$ cat config.mk
export PLATFORM = sky130hd
export DESIGN_NAME = cond_accum_sq
export DESIGN_NICKNAME = d
export VERILOG_FILES = /design/src/rtl/cond_accum_pkg.sv /design/src/rtl/cond_accum_mul.sv /design/src/rtl/cond_accum_sq.sv
export SDC_FILE = /design/constraint.sdc
export NUM_CORES = 1
export LEC_CHECK = 0
export BUFFER_PORTS_ARGS = -buffer_cell sky130_fd_sc_hd__buf_2
export CORE_MARGIN = 2
export CORE_UTILIZATION = 45
export DETAILED_ROUTE_END_ITERATION = 6
export PLACE_DENSITY = 0.66
export SKIP_LAST_GASP = 1
export SLEW_MARGIN = 10
export SYNTH_ARGS = -nofsm -noshare
export SYNTH_HDL_FRONTEND = slang
export SYNTH_HIERARCHICAL = 1
export SYNTH_SLANG_ARGS = --single-unit
$ cat constraint.sdc
create_clock -name clk -period 6.5 [get_ports clk]
set_clock_uncertainty 0.1 [all_clocks]
set_input_delay 1.3 -clock clk [delete_from_list [all_inputs] [get_ports clk]]
set_output_delay 1.3 -clock clk [all_outputs]
set_load 0.01 [all_outputs]
$ cat src/rtl/cond_accum_pkg.sv
// Shared types and helpers for the conditional accumulate-and-square engine.
//   state_e     : control FSM states (idle, multiply, hold result).
//   MaxDepth    : largest supported parity history length.
//   parity_fold : XOR-fold of the parity history plus the condition bit folded
//                 'depth' times (so it only survives for odd depths).
package cond_accum_pkg;

  typedef enum logic [1:0] {
    StIdle,
    StMult,
    StHold
  } state_e;

  localparam int unsigned MaxDepth = 256;

  // Unused upper history bits must be zero; they then drop out of the XOR.
  function automatic logic parity_fold(input logic [MaxDepth-1:0] hist,
                                       input logic                cond,
                                       input int unsigned         depth);
    return (^hist) ^ (cond & depth[0]);
  endfunction

endpackage

$ cat src/rtl/cond_accum_mul.sv
// Iterative squarer, radix 2^RADIX, keeping the low WIDTH bits of operand^2.
// Ports:
//   clk     : clock, rising edge
//   rst_n   : synchronous active-low reset, clears all state
//   start   : latch 'operand' and begin a new square
//   operand : value to be squared
//   done    : high during the last of the WIDTH/RADIX working cycles; the
//             value on 'product' is final in that cycle
//   product : running truncated product (final while done is high)
module cond_accum_mul #(
  parameter int unsigned WIDTH = 32,
  parameter int unsigned RADIX = 8
) (
  input  logic             clk,
  input  logic             rst_n,
  input  logic             start,
  input  logic [WIDTH-1:0] operand,
  output logic             done,
  output logic [WIDTH-1:0] product
);

  localparam int unsigned N    = WIDTH / RADIX;
  localparam int unsigned CntW = (N > 1) ? $clog2(N) : 1;

  logic [WIDTH-1:0] acc_q;
  logic [WIDTH-1:0] mcand_q;
  logic [WIDTH-1:0] mplier_q;
  logic [CntW-1:0]  cnt_q;
  logic             run_q;

  logic [WIDTH-1:0] digit;
  logic [WIDTH-1:0] partial;

  // Multiplicand is pre-shifted each cycle, so the partial product of the
  // current digit lands at the right weight; overflow past WIDTH is dropped.
  assign digit   = WIDTH'(mplier_q[RADIX-1:0]);
  assign partial = mcand_q * digit;
  assign product = acc_q + partial;
  assign done    = run_q && (cnt_q == CntW'(N - 1));

  always_ff @(posedge clk) begin
    if (!rst_n) begin
      acc_q    <= '0;
      mcand_q  <= '0;
      mplier_q <= '0;
      cnt_q    <= '0;
      run_q    <= 1'b0;
    end else if (start) begin
      acc_q    <= '0;
      mcand_q  <= operand;
      mplier_q <= operand;
      cnt_q    <= '0;
      run_q    <= 1'b1;
    end else if (run_q) begin
      acc_q    <= product;
      mcand_q  <= mcand_q << RADIX;
      mplier_q <= mplier_q >> RADIX;
      cnt_q    <= cnt_q + CntW'(1);
      if (done) begin
        run_q <= 1'b0;
      end
    end
  end

endmodule

$ cat src/rtl/cond_accum_sq.sv
// Conditional accumulate-and-square engine with parity-feedback history.
// Each accepted operand updates a parity bit from the history and in_cond; the
// parity picks add or subtract of the operand into the accumulator, and the
// result is squared (mod 2^WIDTH) over WIDTH/RADIX cycles.
// Ports:
//   clk, rst_n            : clock; synchronous active-low reset
//   in_valid/in_ready     : operand handshake (ready only while idle)
//   in_cond, in_comp      : condition bit and operand
//   out_valid/out_ready   : result handshake; result held until accepted
//   out, out_parity       : squared accumulator and the parity that produced it
//   busy                  : multiplying or holding a result
module cond_accum_sq
  import cond_accum_pkg::*;
#(
  parameter int unsigned WIDTH = 32,
  parameter int unsigned DEPTH = 10,
  parameter int unsigned RADIX = 8
) (
  input  logic             clk,
  input  logic             rst_n,
  input  logic             in_valid,
  output logic             in_ready,
  input  logic             in_cond,
  input  logic [WIDTH-1:0] in_comp,
  output logic             out_valid,
  input  logic             out_ready,
  output logic [WIDTH-1:0] out,
  output logic             out_parity,
  output logic             busy
);

  if ((RADIX < 1) || (RADIX > WIDTH) || ((WIDTH % RADIX) != 0) ||
      (DEPTH < 1) || (DEPTH > MaxDepth)) begin : gen_param_check
    $error("cond_accum_sq: illegal WIDTH/DEPTH/RADIX combination");
  end

  state_e state_q, state_d;

  logic [WIDTH-1:0] value_q;
  logic [WIDTH-1:0] out_q;
  logic [DEPTH-1:0] hist_q;
  logic             o_q;
  logic             par_q;
  logic             out_valid_q;

  logic             accept;
  logic             o_new;
  logic [WIDTH-1:0] sum;
  logic [DEPTH-1:0] hist_shift;
  logic             mul_done;
  logic [WIDTH-1:0] mul_product;

  assign accept = (state_q == StIdle) && in_valid;
  assign o_new  = o_q ^ parity_fold(MaxDepth'(hist_q), in_cond, DEPTH);
  assign sum    = o_new ? (value_q + in_comp) : (value_q - in_comp);

  if (DEPTH == 1) begin : gen_hist_one
    assign hist_shift = o_new;
  end else begin : gen_hist_many
    assign hist_shift = {hist_q[DEPTH-2:0], o_new};
  end

  cond_accum_mul #(
    .WIDTH (WIDTH),
    .RADIX (RADIX)
  ) u_mul (
    .clk     (clk),
    .rst_n   (rst_n),
    .start   (accept),
    .operand (sum),
    .done    (mul_done),
    .product (mul_product)
  );

  always_comb begin
    state_d = state_q;
    unique case (state_q)
      StIdle:  if (in_valid)  state_d = StMult;
      StMult:  if (mul_done)  state_d = StHold;
      StHold:  if (out_ready) state_d = StIdle;
      default: state_d = StIdle;
    endcase
  end

  always_ff @(posedge clk) begin
    if (!rst_n) begin
      state_q     <= StIdle;
      value_q     <= '0;
      out_q       <= '0;
      hist_q      <= '0;
      o_q         <= 1'b0;
      par_q       <= 1'b0;
      out_valid_q <= 1'b0;
    end else begin
      state_q <= state_d;
      if (accept) begin
        o_q    <= o_new;
        hist_q <= hist_shift;
      end
      if (mul_done) begin
        value_q     <= mul_product;
        out_q       <= mul_product;
        par_q       <= o_q;
        out_valid_q <= 1'b1;
      end else if ((state_q == StHold) && out_ready) begin
        out_valid_q <= 1'b0;
      end
    end
  end

  assign in_ready   = (state_q == StIdle);
  assign busy       = (state_q != StIdle);
  assign out_valid  = out_valid_q;
  assign out        = out_q;
  assign out_parity = par_q;

endmodule

==> results of run 1 <==
[area by class of cell]
class	instances	area, um^2	share of cell area (%)
inverter	268	1010	5.86
timing repair buffer	93	520	3.03
multi-input combinational	1317	11600	67.3
sequential	145	2910	16.9
clock buffer	21	482	2.81
clock inverter	11	118	0.685
tap	455	569	3.32
[registers in the layout, indices dropped and copies added, names as in the netlist]
name and flops:
u_mul/mcand_q 32, out_valid 1, hist_q 10, state_q 2, u_mul/acc_q 32, u_mul/run_q 1
out 32, u_mul/mplier_q 32, u_mul/cnt_q 2, out_parity 1
[critical path, stage by stage, from the launching register on]
cell	delay (ns)
sky130_fd_sc_hd__dfxtp_1	1.03
sky130_fd_sc_hd__and2_1	0.27
sky130_fd_sc_hd__fa_1	0.42
sky130_fd_sc_hd__fa_1	0.50
sky130_fd_sc_hd__fa_1	0.57
sky130_fd_sc_hd__inv_1	0.06
sky130_fd_sc_hd__fa_1	0.54
sky130_fd_sc_hd__inv_1	0.04
sky130_fd_sc_hd__ha_1	0.37
sky130_fd_sc_hd__o21a_1	0.20
sky130_fd_sc_hd__o211ai_1	0.21
sky130_fd_sc_hd__a21oi_1	0.10
sky130_fd_sc_hd__a211o_1	0.37
sky130_fd_sc_hd__a311oi_2	0.47
sky130_fd_sc_hd__o31ai_1	0.22
sky130_fd_sc_hd__or2_1	0.25
sky130_fd_sc_hd__xor2_1	0.16
sky130_fd_sc_hd__mux2i_1	0.16
sky130_fd_sc_hd__nor2b_1	0.06
[cell usage after synthesis, types with 4 or more instances]
master / instances
sky130_fd_sc_hd__o311ai_0: 6
sky130_fd_sc_hd__fa_1: 187
sky130_fd_sc_hd__inv_1: 266
sky130_fd_sc_hd__mux2i_1: 106
sky130_fd_sc_hd__a21boi_0: 19
sky130_fd_sc_hd__o211ai_1: 9
sky130_fd_sc_hd__clkbuf_1: 86
sky130_fd_sc_hd__ha_1: 81
sky130_fd_sc_hd__o211a_1: 11
sky130_fd_sc_hd__a211oi_1: 12
sky130_fd_sc_hd__or3_1: 6
sky130_fd_sc_hd__nand3_1: 10
sky130_fd_sc_hd__xor2_1: 20
sky130_fd_sc_hd__nand3b_1: 8
sky130_fd_sc_hd__nand2b_1: 14
sky130_fd_sc_hd__and2_1: 158
sky130_fd_sc_hd__xnor2_1: 84
sky130_fd_sc_hd__o21ai_1: 5
sky130_fd_sc_hd__o31ai_1: 10
sky130_fd_sc_hd__nor3b_1: 16
sky130_fd_sc_hd__nand2_1: 170
sky130_fd_sc_hd__a21o_1: 16
sky130_fd_sc_hd__dfxtp_1: 145
sky130_fd_sc_hd__nand4_1: 8
sky130_fd_sc_hd__nor3_1: 13
sky130_fd_sc_hd__a211o_1: 5
sky130_fd_sc_hd__a21oi_1: 94
sky130_fd_sc_hd__and3_1: 5
sky130_fd_sc_hd__a31oi_1: 9
sky130_fd_sc_hd__o21a_1: 11
sky130_fd_sc_hd__o41ai_1: 4
sky130_fd_sc_hd__nor2b_1: 49
sky130_fd_sc_hd__buf_1: 9
sky130_fd_sc_hd__o21ai_0: 66
sky130_fd_sc_hd__nor2_1: 58
[layer usage]
metal / vias to the layer above / global-route usage [%] / part of all wire, %
met4: 0 / 5.62 / 1.9
li1: 5902 / - / -
met2: 267 / 36.6 / 46
met3: 44 / 2.13 / 3.7
met5: - / 0 / 0
met1: 5849 / 31.9 / 49
[how the worst max path moves through the flow]
stage,start,to
2_1_floorplan,u_mul/mplier_q[0],out[29]
3_3_place_gp,u_mul/mplier_q[7],out[29]
3_5_place_dp,u_mul/mplier_q[7],out[29]
4_1_cts,u_mul/mplier_q[7],out[29]
5_1_grt,u_mul/mplier_q[4],out[29]
6_report,u_mul/mplier_q[4],out[29]
[timing repair]
item	4_1_cts	5_1_grt
resized for setup	0	1
buffers inserted	0	0
setup endpoints to repair	0	2
[cell families (layout without fill, tap and decap cells)]
| family | count (synthesis) | in the layout | synth area share [%] |
|---|---|---|---|
| muxes | 106 | 106 | 6.71 |
| DFF | 145 | 145 | 18.4 |
| adders and majority gates | 268 | 268 | 30.1 |
| xor gates and xnor gates | 105 | 105 | 5.90 |
| buffers and inverters | 363 | 393 | 8.62 |
| and+or+nand+nor | 539 | 539 | 18.2 |
| AOI/OAI and AO/OA | 299 | 299 | 12.1 |
[report_power, final]
group          internal (mW)  total (mW)  switching, mW
Clock                  0.579       0.996          0.417
Sequential             0.933        1.03         0.0967
Combinational          0.357       0.918          0.560
==> results_dict.tcl, run 1 <==
set metrics [dict create \
    run_status "completed" \
    synth_edf_count 0 \
    dp.final_hpwl_mm 30.1 \
    max-vdd-ir-drop_v 0.000144 \
    critical_path.endpoint_type "flop" \
    post_synth_num_cell_types 67 \
    r2r-end "out[29]" \
    final_cell_count_no_fill 2310 \
    ys.warnings.count 6 \
    ctsHtreeMaxLevel 4 \
    drcViolationCount 0 \
    grt_remaining_overflow 0 \
    synth_top_area_cell "sky130_fd_sc_hd__fa_1" \
    first_iter_violations 866 \
    ant_nets 0 \
    die-area_um2 36700 \
    place.port_buffers 71 \
    whs_endpoint "u_mul/acc_q[27]" \
    rsz0062_at_grt "no" \
    mostFrequentLayoutCell "sky130_fd_sc_hd__inv_1" \
    dpl_cell_area_um2 16600 \
    antenna_violations_before_repair 0 \
    timing.critical_path.fanout_max 25 \
    core_area_um2 34500 \
    number_of_buffers_created_by_cts 17 \
    postRouteWirelength_mm 38.7 \
    drive_above_1_share_pct 7.82 \
    period_share_pct 95.8 \
    synth_ff_type "sky130_fd_sc_hd__dfxtp_1" \
    worstRegToRegCells 18 \
    worstSetupPathType "reg -> reg" \
    cts-root-buf "sky130_fd_sc_hd__clkbuf_16" \
    wl_per_cell_um 16.7 \
    placedCellCount 2278 \
    final_max_slew_viol_count 0 \
    syn-instance-count 1825 \
    viasPerCell 5.22 \
    clock.fmax_mhz 161 \
    timing.final.ws_setup_ns 0.271 \
    ys_ff_latch 145 \
    global_route.usage.total_pct 22.4 \
    insertedDiodeCount 0 \
    area.growth.synth_to_final_pct 8.51 \
    maxCapViolCount 0 \
    post_synth.cell_area_avg_um2 8.66 \
    wire_length_of_the_first_global_routing_pass_mm 64.8 \
    layout_common_cells "sky130_fd_sc_hd__inv_1 (265), sky130_fd_sc_hd__fa_1 (187), sky130_fd_sc_hd__nand2_1 (170)" \
    power_density_nw_per_um2 172 \
    path_clk_slew_ns 0.07 \
    max_slew.worst_pin.slew_ns 1.12 \
    vias 12100 \
    worstSkewPairLatency_ns 0.42 \
    holdPathStages 2 \
    cts.hold.buffers_added 0 \
    grt_pass1_vias 12300 \
    number_of_core_rows 68 \
    synth.net_count 2130 \
    max_slew_margin_pct 25.3 \
    nFillCells 3330 \
    synth-async-reset-ratio_pct 0 \
    hold_viol_final 0 \
    timing.hold.worst.class "reg -> reg" \
    boundaryPins 73 \
    final_period_minus_worst_setup_slack_ns 6.23 \
    synth.top_cells.by_area "sky130_fd_sc_hd__fa_1 (24%), sky130_fd_sc_hd__dfxtp_1 (18%), sky130_fd_sc_hd__mux2i_1 (6.7%)" \
    worst-endpoint-required_ns 6.71 \
    numClockSinks 145 \
    die_h_um 191 \
    reg_to_reg_startpoint "u_mul/mplier_q[4]" \
    netlist_area_um2 15800 \
    critical_path_arrival_ns 6.44 \
    largest_net_degree_at_the_start_of_global_routing 86 \
    detailedRoute.firstPassIterationCount 7 \
    floorplan.initialDensity_pct 45.8 \
    finalSetupViolations 0 \
    seq_area_frac_synth_pct 18.4 \
    final_core_util_pct 49.7 \
    place_worst_setup_slack_ns 0.259 \
    timing.reg2reg.setup_slack_ns 0.27 \
    design_power_total_mw 2.94 \
    cellLeakagePower_nw 7.85 \
    gpl.final_weighted_congestion 0.876 \
    floorplan.die.width_um 191 \
    cts_tree "built" \
    ctsLongestPathBuffers 2 \
    stdcell_area_um2 17200 \
    worst_min_path_start "u_mul/acc_q[27]" \
    worst_hold_slack_ns 0.377 \
    synth_top_cell_area_share_pct 23.7 \
    fin_nets 2147 \
    setup-tns-final_ns 0 \
    timing.critical_path.from_type "flop" \
]
(Power assumes the default switching activity.)
==> inputs of run 2 (changes only) <==
Settings changed: CTS_BUF_LIST set to sky130_fd_sc_hd__clkbuf_8.
==> run 2 against run 1 <==
Routed wire length shrank 0.39%. Sequential power is essentially flat. Global-route usage shrank 0.087 points. Via count shrank 0.41%. Register-to-register slack is essentially flat.
==> results_dict.tcl, run 2 (same netlist as run 1, synthesis figures left out) <==
set metrics [dict create \
    critPathTopFamily "adder cells" \
    max-vdd-ir-drop_v 0.000113 \
    numClockSinks 145 \
    number_of_core_rows 68 \
    worst-path-stages 18 \
    viasPerCell 5.20 \
    drcViolationCount 0 \
    core_area_um2 34500 \
    boundaryPins 73 \
    grt_pass1_vias 12300 \
    power_density_nw_per_um2 159 \
    floorplan.die.width_um 191 \
    first_iter_violations 812 \
    vias 12000 \
    layout_common_cells "sky130_fd_sc_hd__inv_1 (266), sky130_fd_sc_hd__fa_1 (187), sky130_fd_sc_hd__nand2_1 (170)" \
    critical_path.cell_chain "and2_1 -> fa_1 -> fa_1 -> fa_1 -> inv_1 -> fa_1 -> inv_1 -> ha_1 -> o21a_1 -> o211ai_1 -> a21oi_1 -> a211o_1 -> a311oi_2 -> o31ai_1 -> or2_1 -> xor2_1 -> mux2i_1 -> nor2b_1" \
    grt_remaining_overflow 0 \
    global_route.usage.total_pct 22.3 \
    post-cts-setup-buffer-count 0 \
    worst_hold_slack_ns 0.379 \
    final_max_slew_viol_count 0 \
    ctsHtreeMaxLevel 4 \
    setup-tns-final_ns 0 \
    cts-root-buf "sky130_fd_sc_hd__clkbuf_8" \
    cts_tree "built" \
    path_clk_slew_ns 0.09 \
    cts.repair.resized 0 \
    wire_length_of_the_first_global_routing_pass_mm 64.5 \
    floorplan.initialDensity_pct 45.8 \
    worstSkewPairLatency_ns 0.45 \
    mostFrequentLayoutCell "sky130_fd_sc_hd__inv_1" \
    rsz0062_at_grt "no" \
    ant_nets 0 \
    timing.critical_path.from_type "flop" \
    critical-path-slowest-cell "sky130_fd_sc_hd__dfxtp_1" \
    max_slew.worst_pin.slew_ns 1.13 \
    antenna_violations_before_repair 0 \
    period_share_pct 96.0 \
    worst-endpoint-required_ns 6.75 \
    detailedRoute.firstPassIterationCount 5 \
    fin_nets 2147 \
    gpl.final_weighted_congestion 0.876 \
    clock.fmax_mhz 160 \
    ctsLongestPathBuffers 2 \
    insertedDiodeCount 0 \
    critical_path_arrival_ns 6.49 \
    dp.final_hpwl_mm 30.1 \
    run_status "completed" \
    die-area_um2 36700 \
    max_slew_margin_pct 24.9 \
    cellLeakagePower_nw 7.77 \
    cts.hold.buffers_added 0 \
    timing.hold.worst.class "reg -> reg" \
    timing.critical_path.fanout_max 25 \
    holdPathStages 2 \
    path_buf_inv 2 \
    timing.critical_path.slowest_cell_delay_ns 1.05 \
    maxCapViolCount 0 \
    worstRegToRegCells 18 \
    area.growth.synth_to_final_pct 7.34 \
    place.port_buffers 71 \
    cpMostUsedCell "sky130_fd_sc_hd__fa_1" \
    die_h_um 191 \
    hold_viol_final 0 \
    number_of_buffers_created_by_cts 17 \
    postRouteWirelength_mm 38.5 \
    wl_per_cell_um 16.7 \
    worstSetupPathType "reg -> reg" \
    largest_net_degree_at_the_start_of_global_routing 86 \
    final_period_minus_worst_setup_slack_ns 6.24 \
    critical_path.endpoint_type "flop" \
    drive_above_1_share_pct 7.82 \
    finalSetupViolations 0 \
]
[run 2: cell count changes in the layout (fill, tap and decap cells not counted), sizes merged]
cell	change
bufinv	+1
clkbuf	-2
inv	+1
[run 2: metal layers]
| metal | global-route usage, % | wire length [um] | vias up |
|---|---|---|---|
| met5 | 0 | 0 | - |
| met2 | 36.4 | 17700 | 254 |
| met4 | 5.47 | 660 | 0 |
| met1 | 31.8 | 18500 | 5821 |
| met3 | 2.15 | 1570 | 38 |
| li1 | - | - | 5900 |
[run 2: worst paths after layout]
| kind | startpoint | endpoint | slack (ns) |
|---|---|---|---|
| hold reg to reg | u_mul/acc_q[27] | u_mul/acc_q[27] | 0.38 |
| setup / recovery | u_mul/mplier_q[4] | out[29] | 0.26 |
| setup reg to reg | u_mul/mplier_q[4] | out[29] | 0.26 |
| hold / removal | u_mul/acc_q[27] | u_mul/acc_q[27] | 0.38 |
[run 2: power breakdown]
| group | leakage, nW | total, mW | internal [mW] | switching [mW] |
|---|---|---|---|---|
| logic | 6.38 | 0.918 | 0.357 | 0.561 |
| registers | 1.18 | 1.03 | 0.932 | 0.0963 |
| clock network | 0.207 | 0.748 | 0.369 | 0.379 |
| total | 7.77 | 2.69 | 1.66 | 1.04 |
[run 2: area by class of cell]
type / count / area (um^2)
clock buffers: 19 / 262
clock inverters: 13 / 151
fillers: 3349 / 17600
inverters: 268 / 1010
multi-input cells: 1317 / 11600
flip-flops and latches: 145 / 2910
well taps: 455 / 569
repair buffers: 93 / 520
[run 2: per-stage QoR]
stage | setup slack, ns | std cells | instance area [um^2] | total power, mW | util (%)
detailed placement | 0.259 | 2278 | 16600 | 1.95 | 47.9
finish | 0.260 | 2310 | 17000 | 2.69 | 49.1
global placement | 0.364 | 2278 | 16600 | 1.94 | 47.9
floorplan | 1.21 | 1825 | 15800 | 1.67 | -
global route | 0.0169 | 2310 | 17000 | 2.87 | 49.1
CTS | 0.217 | 2310 | 17000 | 2.71 | 49.1
[run 2: worst min-delay path: stages, from the launching register on]
cell and delay, ns:
sky130_fd_sc_hd__dfxtp_1 0.32, sky130_fd_sc_hd__nand2b_1 0.06, sky130_fd_sc_hd__a21oi_1 0.06
==> inputs of run 3 (changes only) <==
Settings changed: ABC_AREA set to 1.
==> run 3 against run 2 <==
Sequential cell count unchanged. Cell count is 36% higher. Clock power fell by 5.7%. Critical endpoint is now out[28]. First-iteration DRC count increased by 18%. Total power grew 31%. Combinational power up 84%. Design area increased by 8.0%. Highest routed layer is now met5.
==> results_dict.tcl, run 3 <==
set metrics [dict create \
    floorplan.initialDensity_pct 45.8 \
    maxCapViolCount 0 \
    timing.critical_path.fanout_max 17 \
    timing.reg2reg.setup_slack_ns 0.92 \
    grt_remaining_overflow 0 \
    floorplan.die.width_um 200 \
    dpl_cell_area_um2 17900 \
    setup-tns-final_ns 0 \
    synth_edf_count 0 \
    period_share_pct 85.8 \
    core_area_um2 37700 \
    yosys.area_share.adder_pct 27.6 \
    ctsHtreeMaxLevel 4 \
    finalSetupViolations 0 \
    post_synth.cell_area_avg_um2 6.58 \
    muxShareOfSynthArea_pct 0 \
    synth.top_cells.by_area "sky130_fd_sc_hd__fa_1 (22%), sky130_fd_sc_hd__dfxtp_1 (17%), sky130_fd_sc_hd__nand2_1 (14%)" \
    detailedRoute.firstPassIterationCount 7 \
    synth-async-reset-ratio_pct 0 \
    synth_top_cell_area_share_pct 21.7 \
    first_iter_violations 959 \
    max_slew_margin_pct 21.6 \
    stdcell_area_um2 18300 \
    synth_compound_gate_area_share_pct 10.7 \
    timing.final.ws_setup_ns 0.922 \
    gpl.final_weighted_congestion 0.981 \
    max-vdd-ir-drop_v 0.000129 \
    number_of_core_rows 71 \
    die-area_um2 39900 \
    post-cts-setup-buffer-count 0 \
    critical_path_arrival_ns 5.82 \
    place_worst_setup_slack_ns 1.09 \
    setup.worst_path.start "u_mul/mplier_q[3]" \
    insertedDiodeCount 0 \
    ant_nets 0 \
    antenna_violations_before_repair 2 \
    cts.hold.buffers_added 0 \
    synthSimpleGateAreaFrac_pct 24.7 \
    ys_ff_latch 145 \
    synth_ff_type "sky130_fd_sc_hd__dfxtp_1" \
    netlist_area_um2 17200 \
    grt_use_met2_pct 46.3 \
    layout_common_cells "sky130_fd_sc_hd__nand2_1 (662), sky130_fd_sc_hd__inv_1 (655), sky130_fd_sc_hd__nor2_1 (194)" \
    path_clk_slew_ns 0.08 \
    syn-instance-count 2618 \
    wire_length_of_the_first_global_routing_pass_mm 82.3 \
    run_status "completed" \
    worstSetupPathType "reg -> reg" \
    grt.met1_usage_pct 34.9 \
    post_synth_num_cell_types 44 \
    hold_viol_final 0 \
    wl_per_cell_um 15.9 \
    worst_hold_slack_ns 0.366 \
    synth_top_area_cell "sky130_fd_sc_hd__fa_1" \
    timing.hold.worst.class "reg -> reg" \
    synth_xor_xnor_area_share_pct 3.40 \
    grt_pass1_vias 15900 \
    drcViolationCount 0 \
    cts_tree "built" \
    worst-endpoint-required_ns 6.74 \
    worstSkewPairLatency_ns 0.47 \
    final_max_slew_viol_count 0 \
    fin_nets 2928 \
    clock.fmax_mhz 179 \
    reg_to_reg_startpoint "u_mul/mplier_q[3]" \
    numClockSinks 145 \
    worstRegToRegCells 18 \
    global_route.usage.total_pct 26.4 \
    vias 16000 \
    critical_path.endpoint_type "flop" \
    largest_net_degree_at_the_start_of_global_routing 80 \
    yosysMostFrequentCell "sky130_fd_sc_hd__nand2_1" \
    power_density_nw_per_um2 192 \
    gr-max-usage-layer "met2" \
    viasPerCell 5.09 \
    boundaryPins 73 \
    r2r-end "out[28]" \
    drive_above_1_share_pct 5.77 \
    ys.warnings.count 6 \
    cts-root-buf "sky130_fd_sc_hd__clkbuf_8" \
    ctsLongestPathBuffers 2 \
    synth.top_cells.by_count "sky130_fd_sc_hd__nand2_1 (662), sky130_fd_sc_hd__inv_1 (654), sky130_fd_sc_hd__nor2_1 (195)" \
    final_period_minus_worst_setup_slack_ns 5.58 \
    cts.repair.resized 0 \
    dp.final_hpwl_mm 40.7 \
    synth_top_family_by_area "adder cells" \
    area.growth.synth_to_final_pct 6.35 \
    postRouteWirelength_mm 50.0 \
    number_of_buffers_created_by_cts 17 \
    seq_area_frac_synth_pct 16.8 \
    die_h_um 200 \
    timing.critical_path.from_type "flop" \
    critPathCapture "out[28]" \
    use_met3_pct 2.57 \
    synth.net_count 2923 \
    cellLeakagePower_nw 10.9 \
    max_slew.worst_pin.slew_ns 1.18 \
    rsz0062_at_grt "no" \
    place.port_buffers 71 \
    mostFrequentLayoutCell "sky130_fd_sc_hd__nand2_1" \
]
run 3: where the power goes:
group          leakage [nW]  internal [mW]  total [mW]  switching [mW]
clock network         0.189          0.333       0.705           0.372
registers              1.18          0.968        1.13           0.160
logic                  9.53          0.556        1.69            1.13
total                  10.9           1.86        3.52            1.66
run 3: final cells by class:
class                           count  area, um^2
Tap cell                          511         639
Clock buffer                       20         275
Timing Repair Buffer               86         480
Sequential cell                   145        2900
Multi-Input combinational cell   1712       11400
Clock inverter                     12         109
Inverter                          661        2480
Fill cell                        3970       19300
run 3: logic make-up after synthesis:
| kind of cell | after synthesis |
|---|---|
| compound gates | 339 |
| xor+xnor | 66 |
| fa+ha+maj | 268 |
| buf+inv | 761 |
| flops | 145 |
| simple gates | 1039 |
run 3: per-stage QoR:
stage | util (%) | total power, mW | cells
5_1_grt | 48.7 | 3.82 | 3147
4_1_cts | 48.7 | 3.53 | 3147
3_3_place_gp | 47.7 | 2.79 | 3115
6_report | 48.7 | 3.52 | 3147
3_5_place_dp | 47.7 | 2.82 | 3115
2_1_floorplan | - | 2.33 | 2618
run 3: worst min path at each step:
stage / from / cells past startpoint / end
6_report: u_mul/mplier_q[26] / 2 / u_mul/mplier_q[26]
4_1_cts: u_mul/mplier_q[31] / 2 / u_mul/mplier_q[31]
3_5_place_dp: u_mul/mplier_q[31] / 2 / u_mul/mplier_q[31]
5_1_grt: u_mul/acc_q[0] / 2 / u_mul/acc_q[0]
2_1_floorplan: u_mul/mplier_q[30] / 2 / u_mul/mplier_q[30]
3_3_place_gp: out_valid / 2 / out_valid
run 3: worst max-delay path, cell delays in order, from the launching register on:
cell and delay [ns]:
sky130_fd_sc_hd__dfxtp_1 0.86, sky130_fd_sc_hd__buf_4 0.36, sky130_fd_sc_hd__nand2_1 0.07, sky130_fd_sc_hd__inv_1 0.09, sky130_fd_sc_hd__fa_1 0.44, sky130_fd_sc_hd__fa_1 0.51
sky130_fd_sc_hd__fa_1 0.55, sky130_fd_sc_hd__inv_1 0.06, sky130_fd_sc_hd__fa_1 0.55, sky130_fd_sc_hd__inv_1 0.05, sky130_fd_sc_hd__ha_1 0.36, sky130_fd_sc_hd__a21oi_1 0.24
sky130_fd_sc_hd__o21ai_0 0.21, sky130_fd_sc_hd__o21bai_1 0.30, sky130_fd_sc_hd__nand3_1 0.16, sky130_fd_sc_hd__nand2_1 0.11, sky130_fd_sc_hd__nand2_1 0.07, sky130_fd_sc_hd__nor2_1 0.27
sky130_fd_sc_hd__nor2_1 0.09
run 3: metal layers:
metal / vias to the layer above / part of all wire (%)
li1: 7804 / -
met1: 7712 / 45
met2: 422 / 49
met3: 68 / 4.6
met4: 2 / 1.9
met5: - / 0.026
